==> config.mk <==
export PLATFORM = sky130hd
export DESIGN_NAME = mem_access_arbiter_flat
export DESIGN_NICKNAME = d
export VERILOG_FILES = /design/src/rtl/mem_access_arbiter_if.sv /design/src/rtl/mem_access_arbiter.sv /design/src/flat_wrapper.sv
export SDC_FILE = /design/constraint.sdc
export NUM_CORES = 1
export LEC_CHECK = 0
export ABC_AREA = 0
export ABC_CLOCK_PERIOD_IN_PS = 4019
export BUFFER_PORTS_ARGS = -buffer_cell sky130_fd_sc_hd__buf_4
export CAP_MARGIN = 30
export CORE_UTILIZATION = 35
export DETAILED_ROUTE_END_ITERATION = 6
export PLACE_DENSITY = 0.65
export SYNTH_ARGS = -nofsm -noshare
export SYNTH_HDL_FRONTEND = slang
export SYNTH_SLANG_ARGS = --single-unit
==> constraint.sdc <==
create_clock -name clk -period 4.02 [get_ports clk]
set_clock_uncertainty 0.1 [all_clocks]
set_input_delay 0.603 -clock clk [delete_from_list [all_inputs] [get_ports clk]]
set_output_delay 0.603 -clock clk [all_outputs]
set_load 0.02 [all_outputs]
==> src/rtl/mem_access_arbiter_if.sv <==
// mem_access_arbiter_if: requester-side and memory-side signals of the shared-memory arbiter
interface mem_access_arbiter_if #(
    parameter int NUM_REQ = 4,
    parameter int ADDR_W  = 3,
    parameter int DATA_W  = 24
);
    logic [NUM_REQ-1:0]        req;
    logic [NUM_REQ-1:0]        req_we;
    logic [NUM_REQ*ADDR_W-1:0] req_addr;
    logic [NUM_REQ*DATA_W-1:0] req_wdata;
    logic [NUM_REQ-1:0]        gnt;
    logic [NUM_REQ-1:0]        done;
    logic [DATA_W-1:0]         rdata;
    logic [2**ADDR_W-1:0]      mem_wl;
    logic                      mem_we;
    logic [DATA_W-1:0]         mem_wdata;
    logic [DATA_W-1:0]         mem_rdata;

    modport slave (
        input  req, req_we, req_addr, req_wdata, mem_rdata,
        output gnt, done, rdata, mem_wl, mem_we, mem_wdata
    );

    modport master (
        output req, req_we, req_addr, req_wdata, mem_rdata,
        input  gnt, done, rdata, mem_wl, mem_we, mem_wdata
    );
endinterface

==> src/rtl/mem_access_arbiter.sv <==
// mem_access_arbiter: round-robin arbiter and sequencer for the shared single-port word-line memory
module mem_access_arbiter #(
    parameter int NUM_REQ = 4,
    parameter int ADDR_W  = 3,
    parameter int DATA_W  = 24,
    parameter int RD_LAT  = 1
) (
    input logic                 clk,
    input logic                 rst_n,
    mem_access_arbiter_if.slave bus
);
    localparam int IDX_W = NUM_REQ > 1 ? $clog2(NUM_REQ) : 1;
    localparam int CNT_W = RD_LAT > 1 ? $clog2(RD_LAT) : 1;
    localparam int WL_W  = 2 ** ADDR_W;

    typedef enum logic [1:0] {IDLE, ACCESS, DONE} state_t;

    state_t             state_q, state_d;
    logic [IDX_W-1:0]   last_q, last_d;
    logic [IDX_W-1:0]   win_q, win_d;
    logic [IDX_W-1:0]   win, idx;
    logic               found;
    logic [CNT_W-1:0]   cnt_q, cnt_d;
    logic [NUM_REQ-1:0] gnt_q, gnt_d;
    logic [NUM_REQ-1:0] done_q, done_d;
    logic [DATA_W-1:0]  rdata_q, rdata_d;
    logic [DATA_W-1:0]  wdata_q, wdata_d;
    logic [WL_W-1:0]    wl_q, wl_d;
    logic               mem_we_q, mem_we_d;
    logic [ADDR_W-1:0]  addr_a [NUM_REQ];
    logic [DATA_W-1:0]  wdata_a [NUM_REQ];

    for (genvar g = 0; g < NUM_REQ; g++) begin : g_unpack
        assign addr_a[g]  = bus.req_addr[g*ADDR_W +: ADDR_W];
        assign wdata_a[g] = bus.req_wdata[g*DATA_W +: DATA_W];
    end

    // Round-robin search: first requester after last_q, wrapping
    always_comb begin
        win   = last_q;
        found = 1'b0;
        idx   = '0;
        for (int i = 1; i <= NUM_REQ; i++) begin
            idx = IDX_W'((int'(last_q) + i) % NUM_REQ);
            if (!found && bus.req[idx]) begin
                win   = idx;
                found = 1'b1;
            end
        end
    end

    // IDLE -> ACCESS -> DONE sequencing; mem_we_q doubles as the write flag of the access in flight
    always_comb begin
        state_d  = state_q;
        last_d   = last_q;
        win_d    = win_q;
        cnt_d    = cnt_q;
        gnt_d    = '0;
        done_d   = '0;
        rdata_d  = rdata_q;
        wdata_d  = wdata_q;
        wl_d     = wl_q;
        mem_we_d = mem_we_q;
        case (state_q)
            IDLE: if (|bus.req) begin
                state_d    = ACCESS;
                last_d     = win;
                win_d      = win;
                cnt_d      = CNT_W'(RD_LAT - 1);
                gnt_d[win] = 1'b1;
                wl_d       = WL_W'(1) << addr_a[win];
                mem_we_d   = bus.req_we[win];
                wdata_d    = wdata_a[win];
            end
            ACCESS: if (mem_we_q || cnt_q == '0) begin
                state_d       = DONE;
                wl_d          = '0;
                mem_we_d      = 1'b0;
                done_d[win_q] = 1'b1;
                rdata_d       = mem_we_q ? rdata_q : bus.mem_rdata;
            end else begin
                cnt_d = cnt_q - 1'b1;
            end
            default: state_d = IDLE;
        endcase
    end

    // State and output registers; reset aborts any access in flight and re-seeds the pointer
    always_ff @(posedge clk or negedge rst_n) begin
        if (!rst_n) begin
            state_q  <= IDLE;
            last_q   <= IDX_W'(NUM_REQ - 1);
            win_q    <= '0;
            cnt_q    <= '0;
            gnt_q    <= '0;
            done_q   <= '0;
            rdata_q  <= '0;
            wdata_q  <= '0;
            wl_q     <= '0;
            mem_we_q <= 1'b0;
        end else begin
            state_q  <= state_d;
            last_q   <= last_d;
            win_q    <= win_d;
            cnt_q    <= cnt_d;
            gnt_q    <= gnt_d;
            done_q   <= done_d;
            rdata_q  <= rdata_d;
            wdata_q  <= wdata_d;
            wl_q     <= wl_d;
            mem_we_q <= mem_we_d;
        end
    end

    assign bus.gnt       = gnt_q;
    assign bus.done      = done_q;
    assign bus.rdata     = rdata_q;
    assign bus.mem_wl    = wl_q;
    assign bus.mem_we    = mem_we_q;
    assign bus.mem_wdata = wdata_q;
endmodule

==> src/flat_wrapper.sv <==
// flat-port wrapper written by rule: the top's interface ports become plain ports
module mem_access_arbiter_flat 
#(
    parameter int NUM_REQ = 4,
    parameter int ADDR_W  = 3,
    parameter int DATA_W  = 24,
    parameter int RD_LAT  = 1
)
  (clk, rst_n, bus_req, bus_req_we, bus_req_addr, bus_req_wdata, bus_mem_rdata, bus_gnt, bus_done, bus_rdata, bus_mem_wl, bus_mem_we, bus_mem_wdata);
  mem_access_arbiter_if #(.NUM_REQ(NUM_REQ), .ADDR_W(ADDR_W), .DATA_W(DATA_W)) bus_i ();
  input logic clk;
  input logic rst_n;
  input wire logic [$bits(bus_i.req)-1:0] bus_req;
  input wire logic [$bits(bus_i.req_we)-1:0] bus_req_we;
  input wire logic [$bits(bus_i.req_addr)-1:0] bus_req_addr;
  input wire logic [$bits(bus_i.req_wdata)-1:0] bus_req_wdata;
  input wire logic [$bits(bus_i.mem_rdata)-1:0] bus_mem_rdata;
  output wire logic [$bits(bus_i.gnt)-1:0] bus_gnt;
  output wire logic [$bits(bus_i.done)-1:0] bus_done;
  output wire logic [$bits(bus_i.rdata)-1:0] bus_rdata;
  output wire logic [$bits(bus_i.mem_wl)-1:0] bus_mem_wl;
  output wire logic [$bits(bus_i.mem_we)-1:0] bus_mem_we;
  output wire logic [$bits(bus_i.mem_wdata)-1:0] bus_mem_wdata;
  assign bus_i.req = bus_req;
  assign bus_i.req_we = bus_req_we;
  assign bus_i.req_addr = bus_req_addr;
  assign bus_i.req_wdata = bus_req_wdata;
  assign bus_i.mem_rdata = bus_mem_rdata;
  assign bus_gnt = bus_i.gnt;
  assign bus_done = bus_i.done;
  assign bus_rdata = bus_i.rdata;
  assign bus_mem_wl = bus_i.mem_wl;
  assign bus_mem_we = bus_i.mem_we;
  assign bus_mem_wdata = bus_i.mem_wdata;
  mem_access_arbiter #(.NUM_REQ(NUM_REQ), .ADDR_W(ADDR_W), .DATA_W(DATA_W), .RD_LAT(RD_LAT)) u_core (.clk(clk), .rst_n(rst_n), .bus(bus_i));
endmodule
==> impl_metrics.ini, run 1 <==
[outcome]
status = finished, final reports clean

[global_routing]
antenna_found_initial = 0
grt_max_degree = 73
grt_usage_pct = 17.6
grt_overflow = 0
grt_pass1_wl_um = 15400
grt_pass1_vias = 3230

[timing]
timing.fmax_mhz = 405
min_period_over_period_pct = 61.4
hold_violations = 0
fin_setup_tns_ps = 0
worstMarginPinSlew_ps = 904
slew_headroom_pct = 39.7
finalSetupViolCount = 0
period_needed_ps = 2470
rsz0062_at_grt = false
drv_slew = 0

[clocking]
htreeDepth = 3
cts_hold_buffers = 0
clkSlewWorstSetupHoldPaths_ps = 80
cts_buffers = 9
clock_sinks = 72
cts_setup_buffers = 0
cts-root-buf = clkbuf_8
cts_tree = done
clk_path_buf_depth = 2
clock_latency_ps = 340
cts-resized-gates = 0

[synthesis]
netlist_area_um2 = 3790
postSynthAreaPerCell_um2 = 12.0
synth-main-ff-cell = dfrtp_1
yosysUniqueCellTypes = 45
synth_edf_count = 0
synth_async_sr_flop_share_pct = 100
ys_warn_count = 0
ys_seq_elements = 72
synthCells = 316
synth-seq-area-share_pct = 47.6
synthesis.nets = 458

[critical_path]
cp_cell_sequence = and3b_1, a31oi_4, and2_4, a211oi_2, or3_4, o31ai_1
cp_slowest_stage_delay_ps = 600
critPathMaxFanout = 31
crit_slowest_cell = dfstp_2
crit-reg2reg-launch = u_core.last_q[1]
crit_path_end_kind = flip-flop
start_kind = flip-flop
arrival_ps = 2610
crit_path_start = u_core.last_q[1]
r2r_end = u_core.bus.mem_wl[5]
r2r_setup_slack_ps = 1550
r2r_cells = 6
path_class = reg -> reg
worstPathRequired_ps = 4160

[finish]
layout.nets = 660
diodes = 0
areaGrowthSynthToFinish_pct = 48.4
final_layout_size_suffix_gt1_share_pct = 56.2
design_area_um2 = 5620
nFillCells = 928

[power]
ir_drop_mv = 0.331
power.leakage_nw = 2.84
power_density_nw_per_um2 = 774

[drt]
routed_wl_um = 9630
vias_per_cell = 4.73
drc = 0
postRouteAntennaNets = 0
dr.pass1.iters = 4
vias = 3117
initialDrtViolationCount = 56
wl_per_cell_um = 14.6

[floorplanning]
top_level_ports = 207
die_h_um = 106
die_area_um2 = 11200
core_area_um2 = 10400
start_util_pct = 36.4
fp-row-count = 37
fp.dieW_um = 106

[placed_design]
placed_cell_area_um2 = 5400
place.detailed.hpwl_um = 7450
port_buffers = 206
gp_congestion = 0.748

[worst_hold_path]
min_path_type = in -> async

[run]
cap_violations = 0
cell families (layout without fill, tap and decap cells):
group | after synthesis | after routing | share of synthesized area [%]
AOI/OAI and AO/OA | 48 | 48 | 9.24
muxes | 108 | 108 | 30.5
DFF | 72 | 72 | 47.6
and+or+nand+nor | 62 | 62 | 7.99
buffers and inverters | 26 | 233 | 4.66
layout make-up:
type / instances / area [um^2] / area share [%]
Clock buffer: 10 / 128 / 2.27
Clock inverter: 6 / 93.8 / 1.67
Inverter: 6 / 22.5 / 0.401
Multi-Input combinational cell: 218 / 1810 / 32.2
Sequential cell: 72 / 1800 / 32.1
Tap cell: 136 / 170 / 3.03
Timing Repair Buffer: 211 / 1590 / 28.3
where the power goes:
group,internal [W],switching (W),leakage [nW]
clock,0.000353,0.000277,0.107
combinational,0.00118,0.00128,1.85
sequential,0.00107,0.000189,0.889
total,0.00260,0.00175,2.84
layer usage:
layer	GRT usage (%)	routed length, um
met3	5.70	842
met5	0	0
met4	6.25	112
met2	30.4	4790
met1	20.3	3890
critical path: cells and delay by family (launching register included):
kind            cells  cell delay (ps)
flops               1              600
compound gates      3              590
simple gates        3             1090
synth_stat cells (3+ instances only):
master,n,area [um^2]
nand2b_1,3,18.8
mux2_4,3,45.0
clkbuf_1,7,26.3
and3_1,3,18.8
mux2i_1,57,571
nor3_1,4,20.0
nand2_1,29,109
mux2_2,48,541
inv_1,6,22.5
o31ai_1,3,22.5
buf_12,3,60.1
nand3_1,8,40.0
nor2_1,6,22.5
dfrtp_1,70,1750
buf_2,3,15.0
o21ai_1,26,130
flip-flops by register name (all words and copies together) (netlist names):
name,flops
u_core.win_q,2
u_core.bus.done,4
u_core.state_q,2
u_core.bus.mem_wdata,24
u_core.bus.gnt,4
u_core.cnt_q,1
u_core.bus.rdata,24
u_core.bus.mem_we,1
u_core.bus.mem_wl,8
u_core.last_q,2
through the flow:
stage                     utilization (%)  hold slack, ps  setup WS, ps  cells  power (W)
after floorplan                         -             207          1910    316    0.00299
after global placement               51.6             370          1450    641    0.00372
after detailed placement             51.9             377          1370    643    0.00378
after CTS                            54.0             321          1510    659    0.00442
after global routing                 54.0             344          1330    659    0.00466
final                                54.0             279          1550    659    0.00435
cell usage in the layout, fill, tap and decap left out, drive strengths merged, types with 4 or more instances in the layout:
cell type / count
buf: 211
dfrtp: 70
mux2i: 57
mux2: 51
nand2: 30
o21ai: 29
clkbuf: 10
nand3: 8
inv: 6
nor2: 6
nor3: 4
o31ai: 4
how the worst max path moves through the flow:
stage / to / slack, ps
2_1_floorplan: u_core.bus.mem_wdata[10] / 1910
3_3_place_gp: u_core.bus.mem_wdata[13] / 1450
3_5_place_dp: u_core.bus.mem_wl[5] / 1370
4_1_cts: u_core.bus.mem_wl[5] / 1510
5_1_grt: u_core.bus.mem_wl[5] / 1330
6_report: u_core.bus.mem_wl[5] / 1550
Note: power is estimated with default switching activity, not from simulation.
==> inputs of run 2 (changes only) <==
--- a/config.mk
+++ b/config.mk
@@ -5,13 +5,13 @@
 export SDC_FILE = /design/constraint.sdc
 export NUM_CORES = 1
 export LEC_CHECK = 0
-export ABC_AREA = 0
-export ABC_CLOCK_PERIOD_IN_PS = 4019
+export ABC_AREA = 1
+export ABC_CLOCK_PERIOD_IN_PS = 2200
 export BUFFER_PORTS_ARGS = -buffer_cell sky130_fd_sc_hd__buf_4
 export CAP_MARGIN = 30
 export CORE_UTILIZATION = 35
 export DETAILED_ROUTE_END_ITERATION = 6
-export PLACE_DENSITY = 0.65
+export PLACE_DENSITY = 0.67
 export SYNTH_ARGS = -nofsm -noshare
 export SYNTH_HDL_FRONTEND = slang
 export SYNTH_SLANG_ARGS = --single-unit
==> constraint.sdc (replaced) <==
create_clock -name clk -period 2.2 [get_ports clk]
set_clock_uncertainty 0.1 [all_clocks]
set_input_delay 0.33 -clock clk [delete_from_list [all_inputs] [get_ports clk]]
set_output_delay 0.33 -clock clk [all_outputs]
set_load 0.02 [all_outputs]
==> run 2 against run 1 <==
Compared with the run above: the flow now finishes with violations (negative setup slack); combinational power rose to 4.3 times the previous value; flip-flop and latch count did not move; critical path depth rose by 11; sequential power rose by 83%; register-to-register slack got worse by 1600 ps; wire length rose by 43%; worst setup slack got worse by 1600 ps; cell count rose by 42%; global-route usage rose by 4.9 points; first-iteration DRC count rose to 3.3 times the previous value; largest cell class unchanged; highest routed layer unchanged.
==> impl_metrics.ini, run 2 <==
[outcome]
status = complete, but fails checks
violations = negative setup slack

[drt]
postRouteAntennaNets = 0
routed_wl_um = 13700
initialDrtViolationCount = 183
vias_per_cell = 4.88
wl_per_cell_um = 14.7
vias = 4577
dr.pass1.iters = 4
drc = 0

[finish]
final_layout_size_suffix_gt1_share_pct = 48.1
areaGrowthSynthToFinish_pct = 72.1
stdcell_count = 938
layout.nets = 935
diodes = 0
final_common_cell = nand2_1
layout_common_cells = nand2_1 (239), buf_4 (232), dfrtp_1 (70), nand3_1 (58), nand2_2 (40)

[synthesis]
synth-seq-area-share_pct = 44.8
yosysTopAreaCellShare_pct = 43.5
ys_top_cells_by_area = dfrtp_1 (44%), nand2_1 (26%), nand3_1 (9.1%)
synth_async_sr_flop_share_pct = 100
synth_top_cells_by_count = nand2_1 (283), nand3_1 (73), dfrtp_1 (70), mux2_2 (24), inv_1 (18)
yosysUniqueCellTypes = 25
synthCells = 550
synthesis.nets = 692
synth_edf_count = 0
synth-main-ff-cell = dfrtp_1
ys_seq_elements = 72
ys_warn_count = 0
yosys.area.top_type = dfrtp_1
postSynthAreaPerCell_um2 = 7.32
synth.most_common_cell = nand2_1
netlist_area_um2 = 4020

[timing]
min_period_over_period_pct = 103
period_needed_ps = 2270
timing.fmax_mhz = 441
rsz0062_at_grt = true
worstMarginPinSlew_ps = 513
hold_ws_ps = 131
drv_slew = 0
hold_violations = 0
finalSetupViolCount = 18
setup_ws_ps = -69.2
slew_headroom_pct = 65.8

[global_routing]
grt_overflow = 0
grt_usage_pct = 22.5
grt_pass1_vias = 4315
grt_pass1_wl_um = 20600
antenna_found_initial = 0
grt_max_degree = 40

[run]
cap_violations = 0

[power]
ir_drop_mv = 1.29
switchingPower_w = 0.00682
p_clk_share_pct = 11.9
p_comb_share_pct = 72.4
power_frac_seq_pct = 15.7
power.leakage_nw = 3.76
p_int_w = 0.00790
swShare_pct = 46.3
power_density_nw_per_um2 = 2120

[critical_path]
path_class = reg -> reg
critPathMaxFanout = 8
crit_slowest_cell = dfstp_2
crit_path_end_kind = flip-flop
path_buf_inv = 4
start_kind = flip-flop
arrival_ps = 2390
critPathTopFamily = simple AND/OR/NAND/NOR gates
cp_slowest_stage_delay_ps = 620
worstPathRequired_ps = 2320
cp_cell_sequence = inv_4, nand2_2, nand2_2, nand2_2, nand2_4, inv_2, buf_6, nand3_4, buf_4, nand2_4, nand2_1, nand2_1, nand2_1, nand2_1, nor2_2, nand2_1, nand2_1
critPathMostFrequentCell = nand2_1

[clocking]
cts_buffers = 9
htreeDepth = 3
clk_path_buf_depth = 2
cts_tree = done
cts-root-buf = clkbuf_16
clock_sinks = 72
clkSlewWorstSetupHoldPaths_ps = 60
clock_latency_ps = 330

[worst_hold_path]
min_path_type = in -> reg

[placed_design]
port_buffers = 206
place_inst = 894
place.detailed.hpwl_um = 9470
gp_congestion = 0.898

[floorplanning]
fp-row-count = 38
core_area_um2 = 11000
die_h_um = 109
top_level_ports = 207
start_util_pct = 36.5
fp.dieW_um = 109
die_area_um2 = 11900
==> run 2: path summary, 6_finish.rpt <==
path                                   from                    to  slack [ps]  cells past startpoint
setup reg to reg           u_core.last_q[0]  u_core.bus.mem_wl[0]         -70                     17
hold reg to reg             u_core.win_q[0]    u_core.bus.done[0]         370                      1
setup / recovery           u_core.last_q[0]  u_core.bus.mem_wl[0]         -70                     17
min in group asynchronous             rst_n  u_core.bus.mem_wl[3]         410                      2
hold / removal             bus_mem_rdata[4]   u_core.bus.rdata[4]         130                      2
max in group asynchronous             rst_n  u_core.bus.rdata[23]         950                      3
==> run 2: what timing repair did <==
action,in CTS,in global routing
resized for setup,36,64
buffers inserted,8,8
hold endpoints to repair,34,0
gates cloned,4,8
hold buffers,1,0
pin swaps,16,31
setup endpoints to repair,36,34
==> run 2: per-layer routing <==
layer / vias up / wire length [um] / GRT usage [%]
li1: 2226 / - / -
met1: 2126 / 5310 / 27.0
met2: 202 / 7300 / 40.5
met3: 23 / 889 / 4.00
met4: 0 / 252 / 7.33
met5: - / 0 / 0
==> run 2: power by group through the flow <==
stage,Sequential [W],Clock (W),Combinational [W]
after floorplan,0.00289,0,0.00455
after global placement,0.00228,0,0.00753
after detailed placement,0.00231,0,0.00764
after CTS,0.00231,0.00178,0.00882
after global routing,0.00238,0.00185,0.0115
final,0.00231,0.00176,0.0106
==> run 2: layout make-up <==
cell class / count / area [um^2]
repair buffers: 257 / 2190
inverters: 24 / 105
multi-input cells: 429 / 2280
clock buffers: 12 / 267
well taps: 140 / 175
flip-flops and latches: 72 / 1800
clock inverters: 4 / 98.8
fillers: 963 / 4110
==> run 2: kinds of logic after synthesis <==
logic type	count (synthesis)	share of synthesized area, %
mux	24	6.72
simple gates	396	41.2
buf+inv	51	6.34
flops	72	44.8
compound gates	7	0.871
==> run 2: stage by stage <==
step / util, % / worst slack (ps) / cell area [um^2] / TNS, ps / power (W)
CTS: 58.5 / 5.73 / 6450 / 0 / 0.0129
global placement: 52.7 / -131 / 5810 / -1750 / 0.00981
finish: 62.8 / -69.2 / 6920 / -441 / 0.0147
global route: 62.8 / -182 / 6920 / -3820 / 0.0157
detailed placement: 52.7 / -208 / 5810 / -4070 / 0.00995
floorplan: - / 248 / 4020 / 0 / 0.00743
